--- src/rtl/cpu_mem_loader_if.sv ---
// rtl/cpu_mem_loader_if.sv - host word-stream and dump-stream bundle for cpu_mem_loader
//
// Purpose: groups the two host-facing handshake streams of the loader.
//   in_valid/in_ready/in_data    : host -> loader word stream (64-bit words)
//   out_valid/out_ready/out_data : loader -> host dump stream (64-bit words)
// Modports: master = host side, slave = loader side.
interface cpu_mem_loader_if;
  logic        in_valid;
  logic        in_ready;
  logic [63:0] in_data;
  logic        out_valid;
  logic        out_ready;
  logic [63:0] out_data;

  modport master (
    output in_valid, in_data, out_ready,
    input  in_ready, out_valid, out_data
  );

  modport slave (
    input  in_valid, in_data, out_ready,
    output in_ready, out_valid, out_data
  );
endinterface

--- src/rtl/cpu_mem_loader.sv ---
// rtl/cpu_mem_loader.sv - loads instruction/data memories, runs the CPU, dumps data memory
//
// Purpose: one session per start pulse: load imem_len instruction words, load dmem_len
// data words, hold cpu_enable for run_cycles cycles, then stream dmem_len data words back.
// Ports:
//   clk, srst                  : clock, synchronous active-high reset
//   start                      : one-cycle session start (accepted only in IDLE)
//   imem_len, dmem_len         : word counts, latched on start and clamped to capacity
//   run_cycles                 : cpu_enable duration, latched on start
//   host (slave)               : host word stream in, dump stream out
//   cpu_enable                 : CPU enable
//   addr_ext..wdata_ext        : instruction-memory port (write only, ren_ext tied 0)
//   addr_ext_2..rdata_ext_2    : data-memory port (read data one cycle after ren_ext_2)
//   busy, done                 : session active, one-cycle completion pulse
module cpu_mem_loader #(
  parameter int IMEM_WORDS = 128,
  parameter int DMEM_WORDS = 128
) (
  input  logic        clk,
  input  logic        srst,
  input  logic        start,
  input  logic [8:0]  imem_len,
  input  logic [8:0]  dmem_len,
  input  logic [31:0] run_cycles,
  cpu_mem_loader_if.slave host,
  output logic        cpu_enable,
  output logic [63:0] addr_ext,
  output logic        wen_ext,
  output logic        ren_ext,
  output logic [31:0] wdata_ext,
  output logic [63:0] addr_ext_2,
  output logic        wen_ext_2,
  output logic        ren_ext_2,
  output logic [63:0] wdata_ext_2,
  input  logic [63:0] rdata_ext_2,
  output logic        busy,
  output logic        done
);
  typedef enum logic [2:0] {
    IDLE, LOAD_I, LOAD_D, RUN, DUMP_RD, DUMP_WAIT, DUMP_OUT, DONE
  } state_t;

  localparam logic [8:0] IMAX = 9'(IMEM_WORDS);
  localparam logic [8:0] DMAX = 9'(DMEM_WORDS);

  state_t      state, state_nx;
  logic [8:0]  i_len, d_len, cnt;
  logic [31:0] run_len, run_cnt;
  logic        wen_q, wen2_q, done_q;
  logic [63:0] waddr_q, waddr2_q, wdata2_q, out_q;
  logic [31:0] wdata_q;

  logic [8:0]  i_clamp, d_clamp, sel_d;
  logic [31:0] sel_r;
  logic        hs, cnt_clr, cnt_inc, run_inc;
  logic        in_ready_c, out_valid_c, cpu_en_c, ren2_c;
  state_t      after_i, after_d, after_run;

  assign i_clamp = (imem_len > IMAX) ? IMAX : imem_len;
  assign d_clamp = (dmem_len > DMAX) ? DMAX : dmem_len;

  // Leaving IDLE the lengths are not latched yet, so the skip decisions use the inputs.
  assign sel_d = (state == IDLE) ? d_clamp : d_len;
  assign sel_r = (state == IDLE) ? run_cycles : run_len;

  // Skip chain: each phase falls through to the next phase with a non-zero count.
  assign after_run = (sel_d != 9'd0) ? DUMP_RD : DONE;
  assign after_d   = (sel_r != 32'd0) ? RUN : after_run;
  assign after_i   = (sel_d != 9'd0) ? LOAD_D : after_d;

  assign hs = host.in_valid && in_ready_c;

  always_comb begin
    state_nx    = state;
    cnt_clr     = 1'b0;
    cnt_inc     = 1'b0;
    run_inc     = 1'b0;
    in_ready_c  = 1'b0;
    out_valid_c = 1'b0;
    cpu_en_c    = 1'b0;
    ren2_c      = 1'b0;
    case (state)
      IDLE: begin
        if (start) begin
          state_nx = (i_clamp != 9'd0) ? LOAD_I : after_i;
          cnt_clr  = 1'b1;
        end
      end
      LOAD_I: begin
        in_ready_c = 1'b1;
        if (hs) begin
          if (cnt == i_len - 9'd1) begin
            state_nx = after_i;
            cnt_clr  = 1'b1;
          end else begin
            cnt_inc = 1'b1;
          end
        end
      end
      LOAD_D: begin
        in_ready_c = 1'b1;
        if (hs) begin
          if (cnt == d_len - 9'd1) begin
            state_nx = after_d;
            cnt_clr  = 1'b1;
          end else begin
            cnt_inc = 1'b1;
          end
        end
      end
      RUN: begin
        // The last load write lands in the first RUN cycle; hold the CPU off until it retires.
        cpu_en_c = !(wen_q || wen2_q);
        if (cpu_en_c) begin
          if (run_cnt == run_len - 32'd1) state_nx = after_run;
          else                            run_inc  = 1'b1;
        end
      end
      DUMP_RD: begin
        // A trailing data write may still own port 2 when RUN was skipped.
        ren2_c = !wen2_q;
        if (ren2_c) state_nx = DUMP_WAIT;
      end
      DUMP_WAIT: state_nx = DUMP_OUT;
      DUMP_OUT: begin
        out_valid_c = 1'b1;
        if (host.out_ready) begin
          if (cnt == d_len - 9'd1) begin
            state_nx = DONE;
            cnt_clr  = 1'b1;
          end else begin
            state_nx = DUMP_RD;
            cnt_inc  = 1'b1;
          end
        end
      end
      DONE:    state_nx = IDLE;
      default: state_nx = IDLE;
    endcase
  end

  always_ff @(posedge clk) begin
    if (srst) begin
      state    <= IDLE;
      i_len    <= '0;
      d_len    <= '0;
      run_len  <= '0;
      cnt      <= '0;
      run_cnt  <= '0;
      wen_q    <= 1'b0;
      waddr_q  <= '0;
      wdata_q  <= '0;
      wen2_q   <= 1'b0;
      waddr2_q <= '0;
      wdata2_q <= '0;
      out_q    <= '0;
      done_q   <= 1'b0;
    end else begin
      state <= state_nx;
      if (state == IDLE && start) begin
        i_len   <= i_clamp;
        d_len   <= d_clamp;
        run_len <= run_cycles;
      end
      if (cnt_clr)      cnt <= '0;
      else if (cnt_inc) cnt <= cnt + 9'd1;
      if (state_nx != RUN) run_cnt <= '0;
      else if (run_inc)    run_cnt <= run_cnt + 32'd1;
      // Writes are issued the cycle after the handshake; idle cycles drive zeros.
      wen_q    <= (state == LOAD_I) && hs;
      waddr_q  <= ((state == LOAD_I) && hs) ? {53'd0, cnt, 2'b00} : 64'd0;
      wdata_q  <= ((state == LOAD_I) && hs) ? host.in_data[31:0] : 32'd0;
      wen2_q   <= (state == LOAD_D) && hs;
      waddr2_q <= ((state == LOAD_D) && hs) ? {52'd0, cnt, 3'b000} : 64'd0;
      wdata2_q <= ((state == LOAD_D) && hs) ? host.in_data : 64'd0;
      if (state == DUMP_WAIT) out_q <= rdata_ext_2;
      // done is registered: it pulses the cycle after DONE.
      done_q <= (state == DONE);
    end
  end

  assign host.in_ready  = in_ready_c;
  assign host.out_valid = out_valid_c;
  assign host.out_data  = out_valid_c ? out_q : 64'd0;
  assign cpu_enable     = cpu_en_c;
  assign addr_ext       = waddr_q;
  assign wen_ext        = wen_q;
  assign ren_ext        = 1'b0;
  assign wdata_ext      = wdata_q;
  assign wen_ext_2      = wen2_q;
  assign ren_ext_2      = ren2_c;
  assign addr_ext_2     = wen2_q ? waddr2_q : (ren2_c ? {52'd0, cnt, 3'b000} : 64'd0);
  assign wdata_ext_2    = wdata2_q;
  assign busy           = (state != IDLE);
  assign done           = done_q;
endmodule

--- src/flat_wrapper.sv ---
// flat-port wrapper written by rule: the top's interface ports become plain ports
module cpu_mem_loader_flat 
#(
  parameter int IMEM_WORDS = 128,
  parameter int DMEM_WORDS = 128
)
  (clk, srst, start, imem_len, dmem_len, run_cycles, cpu_enable, addr_ext, wen_ext, ren_ext, wdata_ext, addr_ext_2, wen_ext_2, ren_ext_2, wdata_ext_2, rdata_ext_2, busy, done, host_in_valid, host_in_data, host_out_ready, host_in_ready, host_out_valid, host_out_data);
  cpu_mem_loader_if host_i ();
  input  logic clk;
  input  logic srst;
  input  logic start;
  input  logic [8:0] imem_len;
  input  logic [8:0] dmem_len;
  input  logic [31:0] run_cycles;
  output logic cpu_enable;
  output logic [63:0] addr_ext;
  output logic wen_ext;
  output logic ren_ext;
  output logic [31:0] wdata_ext;
  output logic [63:0] addr_ext_2;
  output logic wen_ext_2;
  output logic ren_ext_2;
  output logic [63:0] wdata_ext_2;
  input  logic [63:0] rdata_ext_2;
  output logic busy;
  output logic done;
  input wire logic [$bits(host_i.in_valid)-1:0] host_in_valid;
  input wire logic [$bits(host_i.in_data)-1:0] host_in_data;
  input wire logic [$bits(host_i.out_ready)-1:0] host_out_ready;
  output wire logic [$bits(host_i.in_ready)-1:0] host_in_ready;
  output wire logic [$bits(host_i.out_valid)-1:0] host_out_valid;
  output wire logic [$bits(host_i.out_data)-1:0] host_out_data;
  assign host_i.in_valid = host_in_valid;
  assign host_i.in_data = host_in_data;
  assign host_i.out_ready = host_out_ready;
  assign host_in_ready = host_i.in_ready;
  assign host_out_valid = host_i.out_valid;
  assign host_out_data = host_i.out_data;
  cpu_mem_loader #(.IMEM_WORDS(IMEM_WORDS), .DMEM_WORDS(DMEM_WORDS)) u_core (.clk(clk), .srst(srst), .start(start), .imem_len(imem_len), .dmem_len(dmem_len), .run_cycles(run_cycles), .host(host_i), .cpu_enable(cpu_enable), .addr_ext(addr_ext), .wen_ext(wen_ext), .ren_ext(ren_ext), .wdata_ext(wdata_ext), .addr_ext_2(addr_ext_2), .wen_ext_2(wen_ext_2), .ren_ext_2(ren_ext_2), .wdata_ext_2(wdata_ext_2), .rdata_ext_2(rdata_ext_2), .busy(busy), .done(done));
endmodule
--- config.mk ---
export PLATFORM = sky130hd
export DESIGN_NAME = cpu_mem_loader_flat
export DESIGN_NICKNAME = d
export VERILOG_FILES = /design/src/rtl/cpu_mem_loader_if.sv /design/src/rtl/cpu_mem_loader.sv /design/src/flat_wrapper.sv
export SDC_FILE = /design/constraint.sdc
export NUM_CORES = 1
export LEC_CHECK = 0
export BUFFER_PORTS_ARGS = -buffer_cell sky130_fd_sc_hd__buf_2
export CAP_MARGIN = 10
export CORE_AREA = 2 2 186 188
export DETAILED_ROUTE_END_ITERATION = 8
export DIE_AREA = 0 0 188 190
export GPL_ROUTABILITY_DRIVEN = 0
export PLACE_DENSITY = 0.64
export SLEW_MARGIN = 25
export SYNTH_ARGS = -nofsm -noshare
export SYNTH_HDL_FRONTEND = slang
export SYNTH_SLANG_ARGS = --single-unit
--- constraint.sdc ---
create_clock -name clk -period 3.5 [get_ports clk]
set_clock_uncertainty 0.1 [all_clocks]
set_input_delay 0.35 -clock clk [delete_from_list [all_inputs] [get_ports clk]]
set_output_delay 0.35 -clock clk [all_outputs]
set_load 0.01 [all_outputs]
==> flow_metrics.tcl <==
set metrics [dict create \
    coreArea_um2 33900 \
    synth_area_leaders "dfxtp_1, nand2_1, buf_4, and2_1, a21oi_1" \
    fin_ws_ps 158 \
    drv_slew 0 \
    vias_per_cell 4.85 \
    hold_start "imem_len[7]" \
    setup_viol_count_final 0 \
    dr.first_iter.drc_count 772 \
    ant_nets 0 \
    grt_pass1_wl_um 62700 \
    r2r_start "u_core.run_len[0]" \
    ys_ff_latch 275 \
    tightestPinTransition_ps 793 \
    drive_gt1_share_pct 24.4 \
    core.rowCount 68 \
    syn_area_per_cell_um2 8.43 \
    start_util_pct 36.9 \
    ios 480 \
    end_kind "flip-flop" \
    period_minus_slack_ps 3340 \
    hold_class "in2reg" \
    reg2reg_depth 13 \
    pwr_density_cell_nw_per_um2 427 \
    dp_cells 2266 \
    max_freq_ghz 0.299 \
    required_ps 3870 \
    clockBufferDepth 3 \
    detail_route.drc_violations 0 \
    cts_tree "done" \
    fill_cells 3116 \
    cts_num_sinks 275 \
    slew_headroom_pct 47.1 \
    final_hold_viol_count 0 \
    rsz0062_at_grt "no" \
    p_total_w 0.00741 \
    start_kind "flip-flop" \
    grt_pass1_vias 11900 \
    syn_to_final_growth_pct 38.6 \
    power_leakage_nw 7.75 \
    synth_most_common_cell "dfxtp_1" \
    portBuffers 368 \
    totalWireLength_um 40500 \
    grt_overflow 0 \
    fin_crit_sh_pct 95.5 \
    synth_cells 1487 \
    clock-root-buffer "clkbuf_16" \
    grt_usage_pct 21.7 \
    synth_async_sr_flop_share_pct 0 \
    num-nets-final 2206 \
    crit_fanout 32 \
    r2r_slack_ps 160 \
    synth_edf_count 0 \
    hold_depth 3 \
    synth_top_cell_area_share_pct 43.9 \
    dp_slack_ps 119 \
    htreeDepth 1 \
    post-route-util_pct 51.2 \
    die_area_um2 35700 \
    layoutNonFillerInstCount 2500 \
    synthFlopType "dfxtp_1" \
    synthTopCellsByCount "dfxtp_1, nand2_1, a21oi_1" \
    synth_top_cell_by_area "dfxtp_1" \
    post_drt_wl_per_cell_um 16.2 \
    first_pass_iters 5 \
    r2r-end "u_core.run_cnt[24]" \
    die_h_um 190 \
    cp.arrival_ps 3710 \
    synth-warning-count 0 \
    synth-seq-area-share_pct 43.9 \
    grt_max_degree 76 \
    critical_path_class "reg2reg" \
    drv_cap 0 \
    dp_hpwl_um 27600 \
    die_w_um 188 \
    ys_types 72 \
    antenna_found_initial 2 \
    clkLatencyLatePin_ps 580 \
    setup-tns-final_ps 0 \
    min_to "u_core.i_len[7]" \
    numCtsBuffers 31 \
    vdd_drop_max_mv 0.377 \
    path_clk_slew_ps 60 \
    vias 12100 \
    syn_area_um2 12500 \
    outcome "finished clean" \
]
kinds of logic after synthesis:
kind of cell,share of synthesized area [%]
xor gates and xnor gates,6.56
AOI/OAI and AO/OA,10.7
and+or+nand+nor,27.7
other,0.0299
adders and majority gates,0.499
muxes,0.289
DFF,43.9
buffers and inverters,10.3
flip-flops by register name, indices dropped and copies added (netlist names), 3 cells and up:
| name | count |
|---|---|
| u_core.addr_ext | 9 |
| u_core.wdata_ext | 32 |
| u_core.state | 3 |
| u_core.d_len | 9 |
| u_core.waddr2_q | 9 |
| u_core.cnt | 9 |
| u_core.out_q | 64 |
| u_core.run_cnt | 32 |
| u_core.wdata_ext_2 | 64 |
| u_core.run_len | 32 |
| u_core.i_len | 9 |
power breakdown:
group	internal, W	total, W	switching, W
Clock	0.00202	0.00338	0.00136
Sequential	0.00317	0.00322	0.0000534
Combinational	0.000396	0.000811	0.000415
Total	0.00559	0.00741	0.00182
worst max-delay path: stages (launching register included):
cell and delay [ps]:
dfxtp_1 380, inv_1 90, ha_2 230, nor4b_1 250
buf_4 200, nand3_2 120, or4_2 670, a21oi_1 150
and4_1 270, nand2_1 120, o21ai_2 200, a2111o_2 190
buf_12 190, nor2_1 70
layout make-up:
| class | count | area (um^2) | area share (%) |
|---|---|---|---|
| Inverter | 20 | 75.1 | 0.432 |
| Antenna cell | 2 | 5.00 | 0.0288 |
| Clock inverter | 16 | 209 | 1.20 |
| Clock buffer | 42 | 857 | 4.93 |
| Tap cell | 455 | 569 | 3.28 |
| Sequential cell | 275 | 5510 | 31.7 |
| Timing Repair Buffer | 588 | 3940 | 22.7 |
| Multi-Input combinational cell | 1102 | 6210 | 35.7 |
stage by stage:
step	cell area (um^2)	hold slack, ps
6_report	17400	53.2
5_1_grt	17400	102
4_1_cts	17300	26.4
3_5_place_dp	14500	342
3_3_place_gp	14500	337
2_1_floorplan	13000	332
timing repair:
| item | in CTS | in global routing |
|---|---|---|
| setup buffers | 0 | 0 |
| resized for setup | 0 | 6 |
| endpoints found under the hold margin | 206 | 0 |
| hold buffers | 174 | 0 |
| setup endpoints to repair | 0 | 32 |
per-layer routing:
metal / part of all wire [%] / GRT usage (%) / vias to the layer above
li1: - / - / 5888
met1: 43 / 28.0 / 5698
met2: 47 / 35.6 / 441
met3: 6.8 / 4.45 / 88
met4: 3.3 / 8.63 / 0
met5: 0 / 0 / -
layout by cell type, fill, tap and decap left out, drive strengths merged, types with 7 or more instances in the layout:
cell type	instances
clkinv	9
nand2	239
nand3b	7
or4	13
nor4	33
nand3	28
nor3	28
o21ai	13
or3	10
xor2	31
nand4	16
o31ai	12
a21oi	118
conb	111
nor2	80
xnor2	63
a22o	10
nor4b	7
clkbuf	42
a211oi	9
and2	117
inv	22
dfxtp	275
dlygate4sd3	174
buf	414
and3	69
a22oi	8
worst max path at each step:
stage                            startpoint                  to  slack [ps]  depth (start not counted)
after floorplan           u_core.run_len[0]  u_core.run_cnt[30]          90                         12
after global placement      u_core.d_len[0]  u_core.run_cnt[27]         180                         12
after detailed placement  u_core.run_len[0]  u_core.run_cnt[31]         120                         13
after CTS                 u_core.run_len[0]   u_core.run_cnt[8]          80                         13
after global routing      u_core.run_len[8]  u_core.run_cnt[25]           1                         11
final                     u_core.run_len[0]  u_core.run_cnt[24]         160                         13
Note: power is estimated with default switching activity, not from simulation.
